<file path="src/rtl/average_ctrl.sv">
`default_nettype none
// +---------------------------------------------------------------------------+
// | average_ctrl : sequencing for a triggered record averager (arm, capture,  |
// |                accumulate passes, stream the averaged record out).        |
// | Optional: AVERAGE_CTRL_MISSED_TRIG_EN adds the missed_trig counter port.  |
// | Revision: 1.0                                                             |
// +---------------------------------------------------------------------------+
module average_ctrl #(
  parameter int RECORD_LEN = 1024,
  parameter int ADDR_WIDTH = 10,
  parameter int DATA_WIDTH = 32
) (
  input  logic                  s00_axis_aclk,
  input  logic                  s00_axis_areset,
  input  logic                  start,
  input  logic                  abort,
  input  logic [15:0]           cfg_num_avg,
  input  logic                  trigger_in,
  input  logic                  s00_axis_tvalid,
  output logic                  s00_axis_tready,
  output logic [ADDR_WIDTH-1:0] wr_addr,
  output logic                  wr_en,
  output logic                  acc_first,
  output logic [ADDR_WIDTH-1:0] rd_addr,
  output logic                  rd_en,
  input  logic [DATA_WIDTH-1:0] rd_data,
  input  logic                  m00_axis_tready,
  output logic                  m00_axis_tvalid,
  output logic                  m00_axis_tlast,
  output logic [DATA_WIDTH-1:0] m00_axis_tdata,
  output logic                  busy,
`ifdef AVERAGE_CTRL_MISSED_TRIG_EN
  output logic [15:0]           missed_trig,
`endif
  output logic                  done
);

  typedef enum logic [1:0] {
    S_IDLE    = 2'd0,
    S_ARMED   = 2'd1,
    S_CAPTURE = 2'd2,
    S_READOUT = 2'd3
  } state_t;

  localparam logic [ADDR_WIDTH-1:0] c_last_addr = ADDR_WIDTH'(RECORD_LEN - 1);

  state_t                  r_state;
  state_t                  w_state_nxt;
  logic                    r_trig_prev;
  logic [15:0]             r_num_avg;
  logic [15:0]             r_pass;
  logic [ADDR_WIDTH-1:0]   r_wr_addr;
  logic [ADDR_WIDTH-1:0]   r_out_cnt;
  logic [ADDR_WIDTH:0]     r_rd_cnt;
  logic [1:0]              r_rd_pipe;
  logic [DATA_WIDTH-1:0]   r_fifo [3];
  logic [1:0]              r_fifo_wp;
  logic [1:0]              r_fifo_rp;
  logic [1:0]              r_fifo_cnt;
  logic                    r_done;

  logic                    w_trig_edge;
  logic                    w_start_acc;
  logic                    w_wr_en;
  logic                    w_last_write;
  logic [15:0]             w_pass_nxt;
  logic                    w_pop;
  logic                    w_push;
  logic                    w_rd_en;
  logic [2:0]              w_credit;

  assign w_trig_edge     = trigger_in & ~r_trig_prev;
  assign w_start_acc     = (r_state == S_IDLE) & start & ~abort;
  assign s00_axis_tready = (r_state == S_CAPTURE);
  assign w_wr_en         = s00_axis_tvalid & s00_axis_tready;
  assign wr_en           = w_wr_en;
  assign wr_addr         = r_wr_addr;
  assign acc_first       = (r_state != S_IDLE) && (r_pass == 16'd0);
  assign w_last_write    = w_wr_en && (r_wr_addr == c_last_addr);
  assign w_pass_nxt      = r_pass + 16'd1;

  assign m00_axis_tvalid = (r_fifo_cnt != 2'd0);
  assign m00_axis_tdata  = r_fifo[r_fifo_rp];
  assign m00_axis_tlast  = m00_axis_tvalid && (r_out_cnt == c_last_addr);
  assign w_pop           = m00_axis_tvalid & m00_axis_tready;

  // The word leaving this cycle frees its slot, so a full pipe of three still
  // sustains one read per cycle while the FIFO can never exceed three entries.
  assign w_credit = {1'b0, r_fifo_cnt} - {2'b00, w_pop}
                  + {2'b00, r_rd_pipe[0]} + {2'b00, r_rd_pipe[1]};
  assign w_rd_en  = (r_state == S_READOUT) && !r_rd_cnt[ADDR_WIDTH] && !abort
                  && (w_credit < 3'd3);
  assign rd_en    = w_rd_en;
  assign rd_addr  = r_rd_cnt[ADDR_WIDTH-1:0];
  assign w_push   = r_rd_pipe[1] && (r_state == S_READOUT) && !abort;

  assign busy = (r_state != S_IDLE);
  assign done = r_done;

  always_comb begin
    w_state_nxt = r_state;
    if (abort) begin
      w_state_nxt = S_IDLE;
    end else begin
      case (r_state)
        S_IDLE:    if (start) w_state_nxt = S_ARMED;
        S_ARMED:   if (w_trig_edge) w_state_nxt = S_CAPTURE;
        S_CAPTURE: if (w_last_write)
                     w_state_nxt = (w_pass_nxt == r_num_avg) ? S_READOUT : S_ARMED;
        S_READOUT: if (w_pop && m00_axis_tlast) w_state_nxt = S_IDLE;
        default:   w_state_nxt = S_IDLE;
      endcase
    end
  end

  always_ff @(posedge s00_axis_aclk) begin
    if (s00_axis_areset) begin
      r_state     <= S_IDLE;
      r_trig_prev <= 1'b0;
      r_num_avg   <= 16'd0;
      r_pass      <= 16'd0;
      r_wr_addr   <= '0;
      r_out_cnt   <= '0;
      r_rd_cnt    <= '0;
      r_rd_pipe   <= 2'b00;
      r_fifo_wp   <= 2'd0;
      r_fifo_rp   <= 2'd0;
      r_fifo_cnt  <= 2'd0;
      r_done      <= 1'b0;
      for (int i = 0; i < 3; i++) r_fifo[i] <= '0;
    end else begin
      r_state     <= w_state_nxt;
      r_trig_prev <= trigger_in;
      r_done      <= (r_state == S_READOUT) && w_pop && m00_axis_tlast && !abort;
      r_rd_pipe   <= {r_rd_pipe[0], w_rd_en};

      if (w_start_acc) begin
        r_num_avg <= (cfg_num_avg == 16'd0) ? 16'd1 : cfg_num_avg;
        r_pass    <= 16'd0;
      end else if ((r_state == S_CAPTURE) && w_last_write) begin
        r_pass <= w_pass_nxt;
      end

      if (r_state != S_CAPTURE)  r_wr_addr <= '0;
      else if (w_wr_en)          r_wr_addr <= r_wr_addr + ADDR_WIDTH'(1);

      if (r_state != S_READOUT)  r_rd_cnt <= '0;
      else if (w_rd_en)          r_rd_cnt <= r_rd_cnt + (ADDR_WIDTH+1)'(1);

      if (r_state != S_READOUT)  r_out_cnt <= '0;
      else if (w_pop)            r_out_cnt <= r_out_cnt + ADDR_WIDTH'(1);

      // Late read returns after an abort find the FIFO held empty and are dropped.
      if (abort || (r_state != S_READOUT)) begin
        r_fifo_wp  <= 2'd0;
        r_fifo_rp  <= 2'd0;
        r_fifo_cnt <= 2'd0;
      end else begin
        if (w_push) begin
          r_fifo[r_fifo_wp] <= rd_data;
          r_fifo_wp <= (r_fifo_wp == 2'd2) ? 2'd0 : r_fifo_wp + 2'd1;
        end
        if (w_pop) r_fifo_rp <= (r_fifo_rp == 2'd2) ? 2'd0 : r_fifo_rp + 2'd1;
        r_fifo_cnt <= r_fifo_cnt + {1'b0, w_push} - {1'b0, w_pop};
      end
    end
  end

`ifdef AVERAGE_CTRL_MISSED_TRIG_EN
  logic [15:0] r_missed;

  always_ff @(posedge s00_axis_aclk) begin
    if (s00_axis_areset || w_start_acc) begin
      r_missed <= 16'd0;
    end else if (w_trig_edge && ((r_state == S_CAPTURE) || (r_state == S_READOUT))
                 && (r_missed != 16'hFFFF)) begin
      r_missed <= r_missed + 16'd1;
    end
  end

  assign missed_trig = r_missed;
`endif

endmodule
`default_nettype wire

</file>
<file path="config.mk">
export PLATFORM = sky130hd
export DESIGN_NAME = average_ctrl
export DESIGN_NICKNAME = d
export VERILOG_FILES = /design/src/rtl/average_ctrl.sv
export SDC_FILE = /design/constraint.sdc
export NUM_CORES = 1
export LEC_CHECK = 0
export CAP_MARGIN = 20
export CORE_MARGIN = 3
export CORE_UTILIZATION = 56
export CTS_BUF_LIST = sky130_fd_sc_hd__clkbuf_16
export CTS_CLUSTER_DIAMETER = 100
export DETAILED_ROUTE_END_ITERATION = 6
export PLACE_DENSITY = 0.8
export SLEW_MARGIN = 20
export SYNTH_ARGS = -nofsm -noshare
export SYNTH_HDL_FRONTEND = slang
export SYNTH_SLANG_ARGS = --single-unit
</file>
<file path="constraint.sdc">
create_clock -name s00_axis_aclk -period 4.1 [get_ports s00_axis_aclk]
set_input_delay 0.615 -clock s00_axis_aclk [delete_from_list [all_inputs] [get_ports s00_axis_aclk]]
set_output_delay 0.615 -clock s00_axis_aclk [all_outputs]
set_load 0.05 [all_outputs]
</file>
# After elaboration in Yosys (flattened, before gate mapping)

Memory sizes are Yosys's and may differ from the RTL's. A register that Yosys moved wholly into a read port is not among the register bits.
Index checks and enable logic that the tools add are counted.

Flip-flop bits (word level): 75
Memory bits (writable): 96
Bits of input ports: 55
Output and inout port bits: 60
Word-level logic and storage cells: 94
Memories kept: 1

Memories:

| name   | depth | bits a word | read ports | clocked after memory_dff | wr ports | line | source |
|---|---|---|---|---|---|---|---|
| r_fifo | 3     | 32          | 1          | 1                        | 3        | 56   | `logic [DATA_WIDTH-1:0] r_fifo [3];` |

Add/sub/neg operators: 11
$lt $le $gt $ge: 1
Eq/ne operators: 14
Muxes and demuxes: 20
Bitwise operators: 7
Reductions and logical operators: 28

Operators by type and width:

| kind                                               | count |
|---|---|
| logical NOT 16 bit                                 | 2 |
| 2-to-1 mux 32 bit                                  | 1 |
| OR reduction 32 bit                                | 1 |
| adder 10 x 1 -> 10 bit, second input constant      | 2 |
| equality test 10 bit, second input constant        | 2 |
| 2-to-1 mux 2 bit                                   | 10 |
| adder 16 x 1 -> 16 bit, second input constant      | 1 |
| equality test 16 bit                               | 1 |
| 2-to-1 mux 16 bit                                  | 1 |
| logical AND 1 bit                                  | 13 |
| adder 11 x 1 -> 11 bit, second input constant      | 1 |
| OR reduction 2 bit                                 | 5 |
| equality test 2 bit, second input constant         | 4 |
| != test 2 bit, second input constant               | 4 |
| one-hot mux 2 bit (4 select lines)                 | 1 |
| 2-to-1 mux 1 bit                                   | 7 |
| adder 3 x 1 -> 3 bit                               | 2 |
| AND 1 bit                                          | 5 |
| adder 2 x 1 -> 2 bit, second input constant        | 2 |
| != test 2 x 1 -> 1 bit, second input constant      | 2 |
| AND reduction 4 bit                                | 1 |
| nonzero test 2 bit                                 | 2 |
| < comparator 3 x 2 -> 1 bit, second input constant | 1 |
| subtractor 2 x 1 -> 3 bit                          | 1 |
| 7 further kinds                                    | 9 |

# Longest topological paths before layout

Gate-level depths: netlist (run 1).

Depth in word-level cells: 9
Mapped depth: 12
Gate-level depth less buffers: 12

# Worst setup path before layout (run 1)

Ideal clock, no wire load.

Kind: input port to flip-flop
Start point: input port m00_axis_tready
End point: register r_rd_cnt[6]
Setup time: 0.071 ns
Arrival time: 3.984 ns
Required time: 4.029 ns
Slack: 0.046 ns
Cell stages on the path: 11
Path buffers: 0
Cells stage by stage: o21ai_1 inv_1 ha_1 fa_1 inv_1 fa_1 nor2b_1 nor4_4 nand4_2 or4_1 a21oi_1

Longest elaborated chain between the ends: 6

RTL lines:

| element                           | line | source |
|---|---|---|
| start, declared                   | 27   | `input logic m00_axis_tready,` |
| AND 1 bit                         | 85   | `assign w_pop = m00_axis_tvalid & m00_axis_tready;` |
| via w_pop                         | 67   | `logic w_pop;` |
| subtractor 2 x 1 -> 3 bit         | 89   | `assign w_credit = {1'b0, r_fifo_cnt} - {2'b00, w_pop}` |
| adder 3 x 1 -> 3 bit (2 in a row) | 90   | `+ {2'b00, r_rd_pipe[0]} + {2'b00, r_rd_pipe[1]};` |
| < comparator 3 x 2 -> 1 bit       | 92   | `&& (w_credit < 3'd3);` |
| logical AND 1 bit                 | 92   |  |
| via rd_en                         | 25   | `output logic rd_en,` |
| end signal, assigned              | 148  | `else if (w_rd_en) r_rd_cnt <= r_rd_cnt + (ADDR_WIDTH+1)'(1);` |
| end, declared                     | 54   | `logic [ADDR_WIDTH:0] r_rd_cnt;` |

The timed path passes the listed nets, and every way through them passes these cells.
A chain may end at the register's enable or synchronous reset.

# Worst setup path in the final report (run 1)

Start point: input port m00_axis_tready
End point: output port rd_en

Longest elaborated chain between the ends: 6

RTL lines:

| element                           | line |
|---|---|
| AND 1 bit                         | 85 |
| via w_pop                         | 67 |
| subtractor 2 x 1 -> 3 bit         | 89 |
| adder 3 x 1 -> 3 bit (2 in a row) | 90 |
| < comparator 3 x 2 -> 1 bit       | 92 |
| logical AND 1 bit                 | 92 |
| end, declared                     | 25 |

The timed path passes the listed nets, and every way through them passes these cells.

==> results.json, run 1 <==
{
  "portBuffers": 114,
  "dr.pass1.iters": 4,
  "grt_setup_unrepaired": "no",
  "cts-root-buf": "clkbuf_16",
  "routedWlPerCell_um": 18.36,
  "ir_drop_v": 0.0002964,
  "synth_cell_types": 53,
  "cts_hold_buf": 0,
  "ctsResizeCount": 0,
  "initial_core_util_pct": 57.42,
  "clk_latency_ns": 0.49,
  "post-place-cells": 1026,
  "hold_path.class": "flip-flop to flip-flop",
  "yosys.area.top_type": "edfxtp_1",
  "grt_pass1_vias": 6268,
  "startpoint_type": "input port",
  "slew_viol_final": 0,
  "worst_slew_pin_slew_ns": 0.9000,
  "routed_via_density": 5.607,
  "drtIter0Drc": 357,
  "end_kind": "output port",
  "io_pins": 115,
  "dp_hpwl_um": 12820,
  "slew_headroom_pct": 40.00,
  "syn_nets": 797,
  "regArea_um2": 5388,
  "status": "finished clean",
  "nets": 898,
  "rows": 46,
  "grt_remaining_overflow": 0,
  "hold_violations": 0,
  "antenna_found_initial": 0,
  "syn_avg_cell_area_um2": 12.51,
  "clkTransAtPathRegs_ns": 0.06,
  "synthArstFlopShare_pct": 0,
  "cp.required_ns": 3.48,
  "synth_top_cell_area_share_pct": 41.99,
  "synth_seq_cells": 205,
  "drive_gt1_share_pct": 10.63,
  "fin_tns_setup_ns": 0,
  "max_cap_violations": 0,
  "clock.fmax_mhz": 265.3,
  "cts_max_path_buffers": 3,
  "p_per_area_nw_per_um2": 375.8,
  "crit_arrival_ns": 3.15,
  "p_leak_nw": 3.811,
  "drt-total-wl_um": 19520,
  "yosys_most_used_dff": "edfxtp_1",
  "fillers": 1179,
  "clkSinkCount": 205,
  "netlist_area_um2": 9154,
  "drc": 0,
  "synth-edff-count": 128,
  "numCtsBuffers": 21,
  "final_common_cell": "edfxtp_1",
  "path_class": "input port to output port",
  "drtAntennaViolNets": 0,
  "path_max_fanout": 4,
  "post_cts_buffers": 0,
  "finalSetupViolCount": 0,
  "grt_usage_pct": 21.81,
  "num_vias": 5960,
  "h-tree-depth": 1,
  "syn_inst": 732,
  "worst_clock_skew_ns": 0.01081,
  "cts_tree": "yes",
  "syn_to_final_growth_pct": 20.76,
  "globalplace.congestion": 0.8955,
  "yosysSeqAreaShare_pct": 58.83,
  "fin_crit_ns": 3.769,
  "layout_common_cells": "edfxtp_1, clkdlybuf4s50_1, and2_1",
  "die_w_um": 133.9,
  "ys_warn_count": 0,
  "die_area_um2": 17920,
  "grt_max_degree": 33,
  "n_antenna_cell": 0,
  "fin_cells": 1063,
  "synth_area_leaders": "edfxtp_1, dfxtp_1, mux4_2, and2_1, xnor2_1",
  "grt_pass1_wl_um": 31640,
  "multi_input_area_um2": 3480,
  "timing.final.crit_share_pct": 91.94,
  "die_height_um": 133.9,
  "coreArea_um2": 15940
}
## sequential cells by signal, summed over array words and instances, names as in the netlist, 10 cells and up, named ones only
signal / count
r_fifo: 128
r_num_avg: 16
r_out_cnt: 10
r_pass: 16
r_rd_cnt: 11
wr_addr: 10
## where the power goes
| group | switching [mW] | internal, mW | leakage (nW) | total, mW |
|---|---|---|---|---|
| logic | 0.128 | 0.108 | 1.63 | 0.236 |
| clock network | 0.739 | 0.927 | 0.314 | 1.67 |
| registers | 0.0195 | 2.23 | 1.87 | 2.25 |
## area by class of cell
class                      instances  area share, %
timing repair buffer             128          11.36
clock buffer                      21          4.754
inverter                          17         0.5772
sequential                       205          48.74
clock inverter                    16         0.6452
tap                              216          2.445
multi-input combinational        460          31.48
## routing by layer
| layer | global-route usage (%) | wire (um) | vias up | share of wire, % |
|---|---|---|---|---|
| met5 | 0 | 0 | - | 0 |
| met4 | 5.429 | 293 | 0 | 1.5 |
| met3 | 3.788 | 1120 | 27 | 5.7 |
| met2 | 37.76 | 10020 | 156 | 51 |
| met1 | 28.90 | 8083 | 2951 | 41 |
| li1 | - | - | 2826 | - |
## through the flow
step / hold slack [ns] / util, % / area [um2] / setup slack (ns) / power (mW)
2_1_floorplan: 0.4412 / - / 9154 / 0.04559 / 2.410
3_3_place_gp: 0.4627 / 65.59 / 10460 / 0.3613 / 2.525
3_5_place_dp: 0.4732 / 65.59 / 10460 / 0.2548 / 2.532
4_1_cts: 0.4868 / 69.34 / 11050 / 0.2914 / 4.198
5_1_grt: 0.5212 / 69.34 / 11050 / 0.2079 / 4.285
6_report: 0.4852 / 69.34 / 11050 / 0.3307 / 4.155
## logic make-up (layout without fill, tap and decap cells)
kind of cell             after synthesis  count (layout)  share of synthesized area [%]
AO/OA/AOI/OAI                         56              56                          4.087
XOR/XNOR                              59              59                          5.645
adder cells (fa/ha/maj)               10              10                          1.531
buffers and inverters                 67             182                          3.390
flip-flops                           205             205                          58.83
multiplexers                          39              39                          8.639
AND/OR/NAND/NOR                      296             296                          17.88
## synthesized netlist by cell type (11+ instances only)
| cell | n |
|---|---|
| nor2_1 | 61 |
| mux4_2 | 32 |
| and2_1 | 98 |
| xor2_1 | 26 |
| buf_2 | 14 |
| inv_1 | 17 |
| nand4_1 | 13 |
| clkbuf_1 | 20 |
| nand3_1 | 15 |
| edfxtp_1 | 128 |
| nor4_1 | 11 |
| a21oi_1 | 16 |
| dfxtp_1 | 77 |
| nor3_1 | 16 |
| xnor2_1 | 33 |
| nand2_1 | 33 |
## worst paths after layout
path | start | end | slack [ns] | cells past startpoint
max reg2reg | r_fifo_cnt[1] | r_rd_cnt[6] | 0.88 | 11
max | m00_axis_tready | rd_en | 0.33 | 10
min | r_rd_pipe[0] | r_rd_pipe[1] | 0.49 | 2
min reg2reg | r_rd_pipe[0] | r_rd_pipe[1] | 0.49 | 2
## worst max-delay path, cell delays in order
cell and delay (ns):
clkdlybuf4s50_1 0.39, o21ai_1 0.11, inv_1 0.09, ha_1 0.30, fa_1 0.37, inv_1 0.08
fa_1 0.40, nor2b_1 0.17, nor4_4 0.42, buf_12 0.19
Note: power is estimated with default switching activity, not from simulation.
==> run 2: changes to the inputs <==
CORE_MARGIN = not set   (was 3)
PLACE_DENSITY = 0.85   (was 0.8)
==> results.json, run 2 (synthesis gave the netlist of run 1 again) <==
{
  "status": "finished clean",
  "worst_slew_pin_slew_ns": 0.8830,
  "antenna_found_initial": 1,
  "grt_pass1_wl_um": 30990,
  "path_class": "input port to output port",
  "p_per_area_nw_per_um2": 384.7,
  "grt_remaining_overflow": 0,
  "dp_hpwl_um": 12600,
  "routed_via_density": 5.667,
  "power_switching_mw": 0.9170,
  "place_ws_ns": 0.2686,
  "p_leak_nw": 3.814,
  "die_height_um": 129.9,
  "die_area_um2": 16860,
  "initial_core_util_pct": 57.42,
  "fin_tns_setup_ns": 0,
  "slew_viol_final": 0,
  "place_area_um2": 10440,
  "globalplace.congestion": 0.8664,
  "cp.required_ns": 3.48,
  "timing.final.crit_share_pct": 92.05,
  "cts_hold_buf": 0,
  "drive_gt1_share_pct": 10.14,
  "hold_path.class": "flip-flop to flip-flop",
  "comb_power_share_pct": 5.5,
  "num_vias": 6030,
  "ir_drop_v": 0.0002247,
  "largest-register": "r_fifo",
  "grt_max_degree": 33,
  "hold_violations": 0,
  "grt_setup_unrepaired": "no",
  "grt_usage_pct": 23.57,
  "path_max_fanout": 7,
  "drtAntennaViolNets": 0,
  "post_cts_buffers": 0,
  "routedWlPerCell_um": 18.19,
  "reg_top3": "r_fifo (128), r_num_avg (16), r_pass (16)",
  "nets": 897,
  "clkTransAtPathRegs_ns": 0.06,
  "finalSetupViolCount": 0,
  "clk_latency_ns": 0.49,
  "cts_max_path_buffers": 3,
  "dr.pass1.iters": 4,
  "coreArea_um2": 15940,
  "grt_pass1_vias": 6210,
  "final_cell_area_um2": 11090,
  "crit_arrival_ns": 3.16,
  "syn_to_final_growth_pct": 21.19,
  "numCtsBuffers": 22,
  "rows": 46,
  "worst_clock_skew_ns": 0.009840,
  "slew_headroom_pct": 41.13,
  "die_w_um": 129.9,
  "h-tree-depth": 1,
  "largest_reg_flops": 128,
  "ctsResizeCount": 0,
  "io_pins": 115,
  "p_sw_share_pct": 21.49,
  "power_frac_clock_pct": 41.7,
  "cts-root-buf": "clkbuf_16",
  "cell_internal_pwr_mw": 3.351,
  "portBuffers": 114,
  "worst_slack_ns": 0.3261,
  "drtIter0Drc": 355,
  "cts_tree": "yes",
  "max_cap_violations": 0,
  "drt-total-wl_um": 19360,
  "layout_common_cells": "edfxtp_1, clkdlybuf4s50_1, and2_1",
  "drc": 0,
  "end_kind": "output port",
  "final_common_cell": "edfxtp_1",
  "fin_crit_ns": 3.774,
  "clkSinkCount": 205,
  "p_seq_share_pct": 52.8,
  "n_antenna_cell": 0,
  "clock.fmax_mhz": 265.0,
  "startpoint_type": "input port"
}
-- run 2: power by group through the flow --
stage	clock network [mW]	registers (mW)	logic, mW
finish	1.78	2.25	0.234
global route	1.91	2.26	0.249
CTS	1.81	2.25	0.235
detailed placement	0	2.30	0.234
global placement	0	2.29	0.228
floorplan	0	2.29	0.123
-- run 2: critical path, stage by stage --
cell and delay [ns]:
clkdlybuf4s50_1 0.41, o21ai_1 0.14, inv_1 0.10, ha_1 0.29
fa_1 0.37, inv_1 0.08, fa_1 0.39, nor2b_1 0.17
nor4_4 0.24, buf_4 0.20, buf_12 0.14
-- run 2: final timing paths --
kind / start / to / slack, ns / depth (start not counted)
min: r_rd_pipe[0] / r_rd_pipe[1] / 0.49 / 2
max: m00_axis_tready / rd_en / 0.33 / 11
min reg2reg: r_rd_pipe[0] / r_rd_pipe[1] / 0.49 / 2
max reg2reg: r_fifo_cnt[1] / r_rd_cnt[6] / 0.86 / 12
-- run 2: layout make-up --
class,count,area [um2]
clock buffers,23,575.6
inverters,17,63.81
repair buffers,126,1241
well taps,216,270.3
clock inverters,17,76.32
multi-input cells,460,3480
fillers,1124,4850
flip-flops and latches,205,5386
-- run 2: layer usage --
layer | vias up | track usage, % | wire length, um
met5 | - | 0 | 0
met4 | 0 | 7.250 | 381
met3 | 33 | 4.592 | 1146
met2 | 177 | 41.96 | 9915
met1 | 2983 | 29.02 | 7912
li1 | 2837 | - | -
-- run 2: per-stage QoR --
stage,total power [mW],util [%],cells,hold slack (ns)
after global placement,2.521,65.49,1024,0.4623
final,4.268,69.58,1064,0.4866
after global routing,4.412,69.58,1064,0.5231
after CTS,4.300,69.58,1064,0.4857
after floorplan,2.410,-,732,0.4412
after detailed placement,2.531,65.49,1024,0.4768
